--- src/rtl/uart_receiver.sv ---
`default_nettype none
// ============================================================================
// uart_receiver : mid-bit sampling UART receiver with a valid/ack byte output.
// Optional parity checking is enabled by defining UART_RX_PARITY_EN.
// Revision 1.0
// ============================================================================
module uart_receiver #(
  parameter int COMP_W      = 16,
  parameter int SYNC_STAGES = 2
) (
  input  logic              clk,
  input  logic              resetn,
  input  logic              rec_en,
  input  logic [COMP_W-1:0] comp,
  input  logic [1:0]        stop_sel,
  input  logic              uart_rx,
`ifdef UART_RX_PARITY_EN
  input  logic              par_en,
  input  logic              par_odd,
  output logic              parity_err,
`endif
  output logic [7:0]        rx_data,
  output logic              rx_valid,
  input  logic              rx_ack,
  output logic              frame_err,
  output logic              overrun_err
);

  typedef enum logic [2:0] {
    IDLE_s,
    START_s,
    RECEIVE_s,
`ifdef UART_RX_PARITY_EN
    PARITY_s,
`endif
    STOP_s
  } state_t;

  state_t state, state_n;

  logic [SYNC_STAGES-1:0] sync;
  logic                   rx_s;
  logic [COMP_W-1:0]      comp_c, comp_int, comp_eff, comp_half, comp_last;
  logic [3:0]             bit_c, stop_last;
  logic [1:0]             stop_sel_int;
  logic [7:0]             shift_reg;
  logic                   stop_ok, stop_all, tick, stop_done, par_bad, good;

  assign rx_s      = sync[SYNC_STAGES-1];
  assign comp_eff  = (comp_int < COMP_W'(4)) ? COMP_W'(4) : comp_int;
  assign comp_half = comp_eff >> 1;
  assign comp_last = comp_eff - COMP_W'(1);
  assign tick      = (comp_c == comp_last);
  assign stop_last = stop_sel_int[1] ? 4'd1 : 4'd0;
  assign stop_all  = stop_ok & rx_s;
  assign good      = stop_done & stop_all & ~par_bad;

`ifdef UART_RX_PARITY_EN
  logic par_en_int, par_odd_int, par_bit;
  // Even parity: data XOR parity bit is 0; odd parity: it is 1.
  assign par_bad = par_en_int & ((^shift_reg) ^ par_bit ^ par_odd_int);
`else
  assign par_bad = 1'b0;
`endif

  always_ff @(posedge clk) begin
    if (!resetn) begin
      state <= IDLE_s;
      sync  <= '1;
    end else begin
      state <= state_n;
      sync  <= {sync[SYNC_STAGES-2:0], uart_rx};
    end
  end

  always_comb begin
    state_n   = state;
    stop_done = 1'b0;
    case (state)
      IDLE_s:    if (!rx_s) state_n = START_s;
      START_s:   if (comp_c == comp_half) state_n = rx_s ? IDLE_s : RECEIVE_s;
      RECEIVE_s: if (tick && bit_c == 4'd7) begin
`ifdef UART_RX_PARITY_EN
        state_n = par_en_int ? PARITY_s : STOP_s;
`else
        state_n = STOP_s;
`endif
      end
`ifdef UART_RX_PARITY_EN
      PARITY_s:  if (tick) state_n = STOP_s;
`endif
      STOP_s:    if (tick && bit_c == stop_last) begin
        state_n   = IDLE_s;
        stop_done = 1'b1;
      end
      default:   state_n = IDLE_s;
    endcase
    if (!rec_en) begin
      state_n   = IDLE_s;
      stop_done = 1'b0;
    end
  end

  always_ff @(posedge clk) begin
    if (!resetn) begin
      comp_c       <= '0;
      bit_c        <= '0;
      comp_int     <= '0;
      stop_sel_int <= '0;
      shift_reg    <= '0;
      stop_ok      <= 1'b1;
`ifdef UART_RX_PARITY_EN
      par_en_int   <= 1'b0;
      par_odd_int  <= 1'b0;
      par_bit      <= 1'b0;
`endif
    end else if (!rec_en) begin
      comp_c <= '0;
      bit_c  <= '0;
    end else begin
      case (state)
        IDLE_s: begin
          comp_c <= '0;
          bit_c  <= '0;
          if (!rx_s) begin
            comp_int     <= comp;
            stop_sel_int <= stop_sel;
`ifdef UART_RX_PARITY_EN
            par_en_int   <= par_en;
            par_odd_int  <= par_odd;
`endif
          end
        end
        START_s: begin
          stop_ok <= 1'b1;
          bit_c   <= '0;
          comp_c  <= (comp_c == comp_half) ? '0 : comp_c + COMP_W'(1);
        end
        RECEIVE_s: begin
          if (tick) begin
            shift_reg <= {rx_s, shift_reg[7:1]};
            comp_c    <= '0;
            bit_c     <= (bit_c == 4'd7) ? 4'd0 : bit_c + 4'd1;
          end else begin
            comp_c <= comp_c + COMP_W'(1);
          end
        end
`ifdef UART_RX_PARITY_EN
        PARITY_s: begin
          if (tick) begin
            par_bit <= rx_s;
            comp_c  <= '0;
          end else begin
            comp_c <= comp_c + COMP_W'(1);
          end
        end
`endif
        STOP_s: begin
          if (tick) begin
            stop_ok <= stop_all;
            comp_c  <= '0;
            bit_c   <= stop_done ? 4'd0 : bit_c + 4'd1;
          end else begin
            comp_c <= comp_c + COMP_W'(1);
          end
        end
        default: comp_c <= '0;
      endcase
    end
  end

  // Completion is decided on the edge of the last stop sample.
  always_ff @(posedge clk) begin
    if (!resetn) begin
      rx_data     <= '0;
      rx_valid    <= 1'b0;
      frame_err   <= 1'b0;
      overrun_err <= 1'b0;
`ifdef UART_RX_PARITY_EN
      parity_err  <= 1'b0;
`endif
    end else begin
      frame_err   <= 1'b0;
      overrun_err <= 1'b0;
`ifdef UART_RX_PARITY_EN
      parity_err  <= 1'b0;
`endif
      if (rx_ack) rx_valid <= 1'b0;
      if (stop_done && !stop_all) begin
        frame_err <= 1'b1;
`ifdef UART_RX_PARITY_EN
      end else if (stop_done && par_bad) begin
        parity_err <= 1'b1;
`endif
      end else if (good) begin
        if (!rx_valid || rx_ack) begin
          rx_data  <= shift_reg;
          rx_valid <= 1'b1;
        end else begin
          overrun_err <= 1'b1;
        end
      end
    end
  end

endmodule
`default_nettype wire

--- config.mk ---
export PLATFORM = sky130hd
export DESIGN_NAME = uart_receiver
export DESIGN_NICKNAME = d
export VERILOG_FILES = /design/src/rtl/uart_receiver.sv
export SDC_FILE = /design/constraint.sdc
export NUM_CORES = 1
export LEC_CHECK = 0
export ABC_AREA = 1
export CAP_MARGIN = 20
export CORE_MARGIN = 2
export CORE_UTILIZATION = 55
export CTS_CLUSTER_SIZE = 14
export DETAILED_ROUTE_END_ITERATION = 8
export MAX_ROUTING_LAYER = met4
export PLACE_DENSITY = 0.85
export SLEW_MARGIN = 10
export SYNTH_ARGS = -nofsm -noshare
export SYNTH_HDL_FRONTEND = slang
export SYNTH_SLANG_ARGS = --single-unit
--- constraint.sdc ---
create_clock -name clk -period 4.05 [get_ports clk]
set_input_delay 0.81 -clock clk [delete_from_list [all_inputs] [get_ports clk]]
set_output_delay 0.81 -clock clk [all_outputs]
set_load 0.02 [all_outputs]
==> run_results.csv, run 1 <==
group,metric,value,unit
status,outcome,"completed",
detailed_routing,drtIter0Drc,231,
pwr,power.density,340,mW/mm²
pwr,ir_drop,0.286,mV
place,hpwl,6080,µm
synth,netlist_instances,531,
worst_setup_path,startpoint_type,"register",
pwr,power_leakage,1.83,nW
hold_path,hold_path_class,"register to register",
synth,synthTopCellsByArea,"dfxtp_1 (34%), nor2_1 (12%), nand2_1 (8.7%), xor2_1 (7.0%), inv_1 (6.8%)",
sta,fin_crit_sh,0.822,
clocking,clk_pin_slew,0.07,ns
clocking,numCtsBuffers,9,
sta,tightest_slew,0.780,ns
detailed_routing,ant_nets,0,
synth,async_reset_ff_frac,0,
global_route,grt_max_degree,26,
worst_setup_path,cp-end-kind,"register",
detailed_routing,route.detailed.drc,0,
global_route,grt_pass1_wl,14000,µm
final_layout,final_core_util,0.654,
detailed_routing,vias,3385,
synth,synthFlopType,"dfxtp_1",
final_layout,antenna_cells,0,
clocking,cts_tree,"done",
pwr,finalPower,1.41,mW
worst_setup_path,worstPathMaxFanout,16,
clocking,post_cts_buffers,0,
synth,yosysSeqAreaShare,0.339,
synth,syn_area,0.00361,mm²
clocking,numClockSinks,61,
detailed_routing,route.final.wire_length,8120,µm
final_layout,fin_nets,586,
sta,rsz0062_at_grt,"no",
sta,setup_violations,0,
synth,avgSynthCellArea,6.79,µm²
detailed_routing,drt-pass1-iter-count,5,
sta,slew_violations,0,
final_layout,top_regs,"comp_c: 16 flops, comp_int: 16 flops",
worst_setup_path,worstPathRequired,4.28,ns
die,die_x,85.0,µm
sta,finalHoldViolations,0,
global_route,grt_antenna_before_repair,0,
synth,synth_seq_cells,61,
die,die_h,85.0,µm
sta,min_period,3.33,ns
synth,synth_top_area_frac,0.339,
die,core_area,0.00635,mm²
final_layout,final_common_cell,"nor2_1",
clocking,cts_resized,0,
die,rows,29,
worst_setup_path,arrival,3.55,ns
synth,synth_top_area_cell,"dfxtp_1",
sta,fin_worst_skew,0.00545,ns
detailed_routing,viasPerCell,5.28,
clocking,clk_latency,0.34,ns
detailed_routing,wl_per_cell,12.7,µm
die,start_util,0.568,
job,max_cap_viol_count,0,
global_route,grt_usage,0.246,
worst_setup_path,crit_type,"register to register",
sta,max_freq,0.301,GHz
synth,synth-edff-count,0,
clocking,cts-htree-levels,3,
synth,syn-num-nets,557,
die,ioPinCount,34,
final_layout,post-route-cell-area,0.00415,mm²
final_layout,drive_gt1_frac,0.0851,
final_layout,syn2layout_area_growth,15.2,%
place,port_buffers,32,
global_route,grt_pass1_vias,3205,
sta,whs,0.421,ns
synth,synth.distinct_cells,41,
sta,slew_headroom,0.480,
clocking,ctsHoldBuffers,0,
place,gp_congestion,0.941,
sta,fin_setup_tns,0,ns
global_route,grt_overflow,0,
synth,ys_warn_count,0,
clocking,clockBufferDepth,2,
place,postPlaceCellArea,0.00396,mm²
final_layout,fillCellCount,539,
final_layout,most-common-layout-cells,"nor2_1 (119), nand2_1 (84), inv_1 (65), dfxtp_1 (61), clkdlybuf4s50_1 (32)",
die,die-area,0.00722,mm²
clocking,cts-root-buf,"clkbuf_8",
==> critical path, stage by stage (launching register included) <==
cell     delay, ns
dfxtp_1       0.36
nor2_1        0.22
nand2_2       0.08
nor2_1        0.11
nand2_2       0.23
nand2_1       0.16
ha_1          0.32
nand3_1       0.12
nor2_1        0.27
nand2_1       0.15
nand3_1       0.13
nand2_1       0.07
nor2_1        0.10
nand3_1       0.07
nor2_1        0.16
nand3_2       0.31
o21ai_0       0.29
a21oi_1       0.06
==> power breakdown <==
| part | internal (mW) | switching, mW | leakage [nW] | total, mW |
|---|---|---|---|---|
| Clock | 0.312 | 0.234 | 0.101 | 0.545 |
| Combinational | 0.0942 | 0.155 | 1.24 | 0.249 |
| Sequential | 0.607 | 0.0104 | 0.493 | 0.618 |
==> final cells by class <==
class                   count  area [µm²]  area share
inverters                  67         251      0.0605
multi-input cells         386        2040       0.492
clock inverters             4        47.5      0.0114
clock buffers              11         151      0.0364
well taps                  77        96.3      0.0232
flip-flops and latches     61        1220       0.294
repair buffers             35         343      0.0825
==> per-stage QoR <==
stage | setup WS, ns | std cells
3_5_place_dp | 0.787 | 626
6_report | 0.723 | 641
3_3_place_gp | 0.910 | 626
4_1_cts | 0.741 | 641
5_1_grt | 0.315 | 641
2_1_floorplan | 1.43 | 531
==> synth_stat cells, drive strengths merged, types with 2 or more instances <==
cell,n
o21bai,2
dfxtp,61
nor3,14
o21ai,24
nand4,15
nor2,126
or2,3
o211ai,2
buf,6
a211oi,7
a21oi,18
inv,66
ha,3
o21a,2
xnor2,7
nand2,90
xor2,29
clkbuf,11
and2,2
nor4,3
nand3,35
==> path summary, 6_finish.rpt <==
| path | from | end | slack (ns) | depth (start not counted) |
|---|---|---|---|---|
| max reg2reg | comp_int[4] | shift_reg[1] | 0.72 | 17 |
| max | comp_int[4] | shift_reg[1] | 0.72 | 17 |
| min reg2reg | sync[0] | sync[1] | 0.42 | 1 |
| min | sync[0] | sync[1] | 0.42 | 1 |
==> logic make-up after synthesis <==
logic type      Yosys count  synth area share
simple gates            291             0.373
buf+inv                  84            0.0947
flops                    61             0.339
compound gates           56            0.0958
xor+xnor                 36            0.0874
fa+ha+maj                 3            0.0104
==> metal layers <==
| layer | GRT usage | wire length [µm] |
|---|---|---|
| met3 | 0.0535 | 401 |
| met5 | - | 0 |
| met1 | 0.299 | 3630 |
| met2 | 0.405 | 3920 |
| met4 | 0.0837 | 166 |
(Power assumes the default switching activity.)
==> run 2, diff against run 1 <==
CORE_UTILIZATION = 52   (was 55)
PLACE_DENSITY = 0.84   (was 0.85)
clock period = 3 ns   (was 4.05 ns; I/O delays follow)
==> run_results.csv, run 2 (synthesis results as in run 1) <==
group,metric,value,unit
hold_path,min_path_cells,1,
die,die_x,87.3,µm
global_route,grt_pass1_vias,3233,
final_layout,syn2layout_area_growth,19.6,%
global_route,grt_overflow,0,
detailed_routing,route.detailed.drc,0,
sta,min_period,2.85,ns
detailed_routing,vias,3415,
job,max_cap_viol_count,0,
final_layout,top_regs,"comp_c: 16 flops, comp_int: 16 flops",
place,post-place-ws,0.0857,ns
detailed_routing,viasPerCell,5.24,
final_layout,fin_nets,593,
detailed_routing,ant_nets,0,
clocking,numCtsBuffers,9,
pwr,power.density,482,mW/mm²
sta,max_freq,0.350,GHz
place,hpwl,6180,µm
die,die-area,0.00762,mm²
pwr,power_leakage,1.90,nW
die,die_h,87.3,µm
pwr,ir_drop,0.301,mV
sta,slew_violations,0,
global_route,grt_usage,0.244,
worst_setup_path,worstPathMaxFanout,8,
sta,worst_slack,0.146,ns
global_route,grt_antenna_before_repair,0,
clocking,clk_pin_slew,0.07,ns
sta,setup_violations,0,
place,gp_congestion,0.926,
hold_path,hold_start,"sync[0]",
sta,finalHoldViolations,0,
hold_path,hold_path_class,"register to register",
clocking,cts-root-buf,"clkbuf_8",
die,start_util,0.534,
sta,fin_crit_sh,0.951,
final_layout,drive_gt1_frac,0.126,
place,postPlaceCellArea,0.00400,mm²
die,core_area,0.00676,mm²
detailed_routing,drt-pass1-iter-count,5,
worst_setup_path,reg2reg_depth,17,
worst_setup_path,r2r_end,"rx_data[5]",
final_layout,final_core_util,0.638,
final_layout,final_common_cell,"nor2_1",
clocking,cts-htree-levels,3,
worst_setup_path,worstPathRequired,3.28,ns
worst_setup_path,r2r_slack,0.15,ns
worst_setup_path,arrival,3.13,ns
final_layout,most-common-layout-cells,"nor2_1 (114), nand2_1 (83), inv_1 (65), dfxtp_1 (53), clkdlybuf4s50_1 (32)",
status,outcome,"completed",
detailed_routing,drtIter0Drc,226,
sta,fin_setup_tns,0,ns
clocking,ctsHoldBuffers,0,
worst_setup_path,startpoint_type,"register",
global_route,grt_max_degree,26,
clocking,clk_latency,0.34,ns
place,port_buffers,32,
die,rows,30,
global_route,grt_pass1_wl,14300,µm
clocking,clockBufferDepth,2,
worst_setup_path,reg2reg_from,"comp_int[11]",
final_layout,post-route-cell-area,0.00431,mm²
die,ioPinCount,34,
hold_path,hold_end,"sync[1]",
worst_setup_path,cp-end-kind,"register",
sta,tightest_slew,0.727,ns
detailed_routing,wl_per_cell,12.8,µm
sta,fin_worst_skew,0.00853,ns
clocking,cts_tree,"done",
sta,slew_headroom,0.515,
clocking,numClockSinks,61,
final_layout,fillCellCount,564,
worst_setup_path,crit_type,"register to register",
detailed_routing,route.final.wire_length,8370,µm
final_layout,antenna_cells,0,
## run 2: cell count changes in the layout (fill, tap and decap cells not counted), sizes merged
cell	change
clkbuf	-1
buf	+7
bufinv	+2
## run 2: area by class of cell
| type | instances | area, µm² | area share |
|---|---|---|---|
| Clock buffer | 10 | 128 | 0.0296 |
| Clock inverter | 6 | 111 | 0.0258 |
| Timing Repair Buffer | 42 | 395 | 0.0917 |
| Multi-Input combinational cell | 386 | 2100 | 0.486 |
| Sequential cell | 61 | 1230 | 0.285 |
| Tap cell | 80 | 100 | 0.0232 |
| Inverter | 67 | 251 | 0.0583 |
## run 2: power breakdown
group	internal (mW)	switching, mW	total (mW)
combinational	0.141	0.220	0.361
sequential	0.820	0.0143	0.835
clock	0.552	0.332	0.884
## run 2: worst max-delay path by stage
stage	start	to	slack [ns]
4_1_cts	comp_int[9]	stop_ok	0.05
5_1_grt	comp_int[11]	rx_valid	-0.03
3_3_place_gp	comp_int[4]	shift_reg[1]	0.19
2_1_floorplan	comp_int[4]	comp_c[0]	0.38
3_5_place_dp	comp_int[9]	shift_reg[1]	0.09
6_report	comp_int[11]	rx_data[5]	0.15
## run 2: critical path: stages (launching register included)
cell and delay [ns]:
dfxtp_2 0.36, nor2_4 0.14, nand2_1 0.07, nor2_2 0.16, nand2_2 0.13, nand2_1 0.12, ha_2 0.20, buf_4 0.15
nand4_2 0.15, nor3_1 0.17, nor2_1 0.10, nor2_1 0.12, nand3_2 0.11, nor2_4 0.14, nand3_4 0.13, nor3_4 0.36
nor2_1 0.08, nor2_1 0.10
## run 2: metrics by stage
stage / total power, mW / std cells / hold slack (ns)
final: 2.08 / 652 / 0.433
after global routing: 2.17 / 652 / 0.430
after CTS: 2.08 / 650 / 0.432
after detailed placement: 1.19 / 634 / 0.416
after global placement: 1.18 / 634 / 0.397
after floorplan: 1.10 / 531 / 0.393
## run 2: metal layers
| metal | wire length (µm) | up-vias | global-route usage |
|---|---|---|---|
| met1 | 3730 | 1539 | 0.297 |
| met2 | 4090 | 103 | 0.395 |
| met4 | 180 | 0 | 0.0993 |
| met3 | 367 | 22 | 0.0502 |
| li1 | - | 1751 | - |
| met5 | 0 | - | - |
## run 2: what timing repair did
action	in CTS	in global routing
buffers inserted	0	2
setup endpoints to repair	1	39
gates resized for setup	1	22
pin swaps	0	6
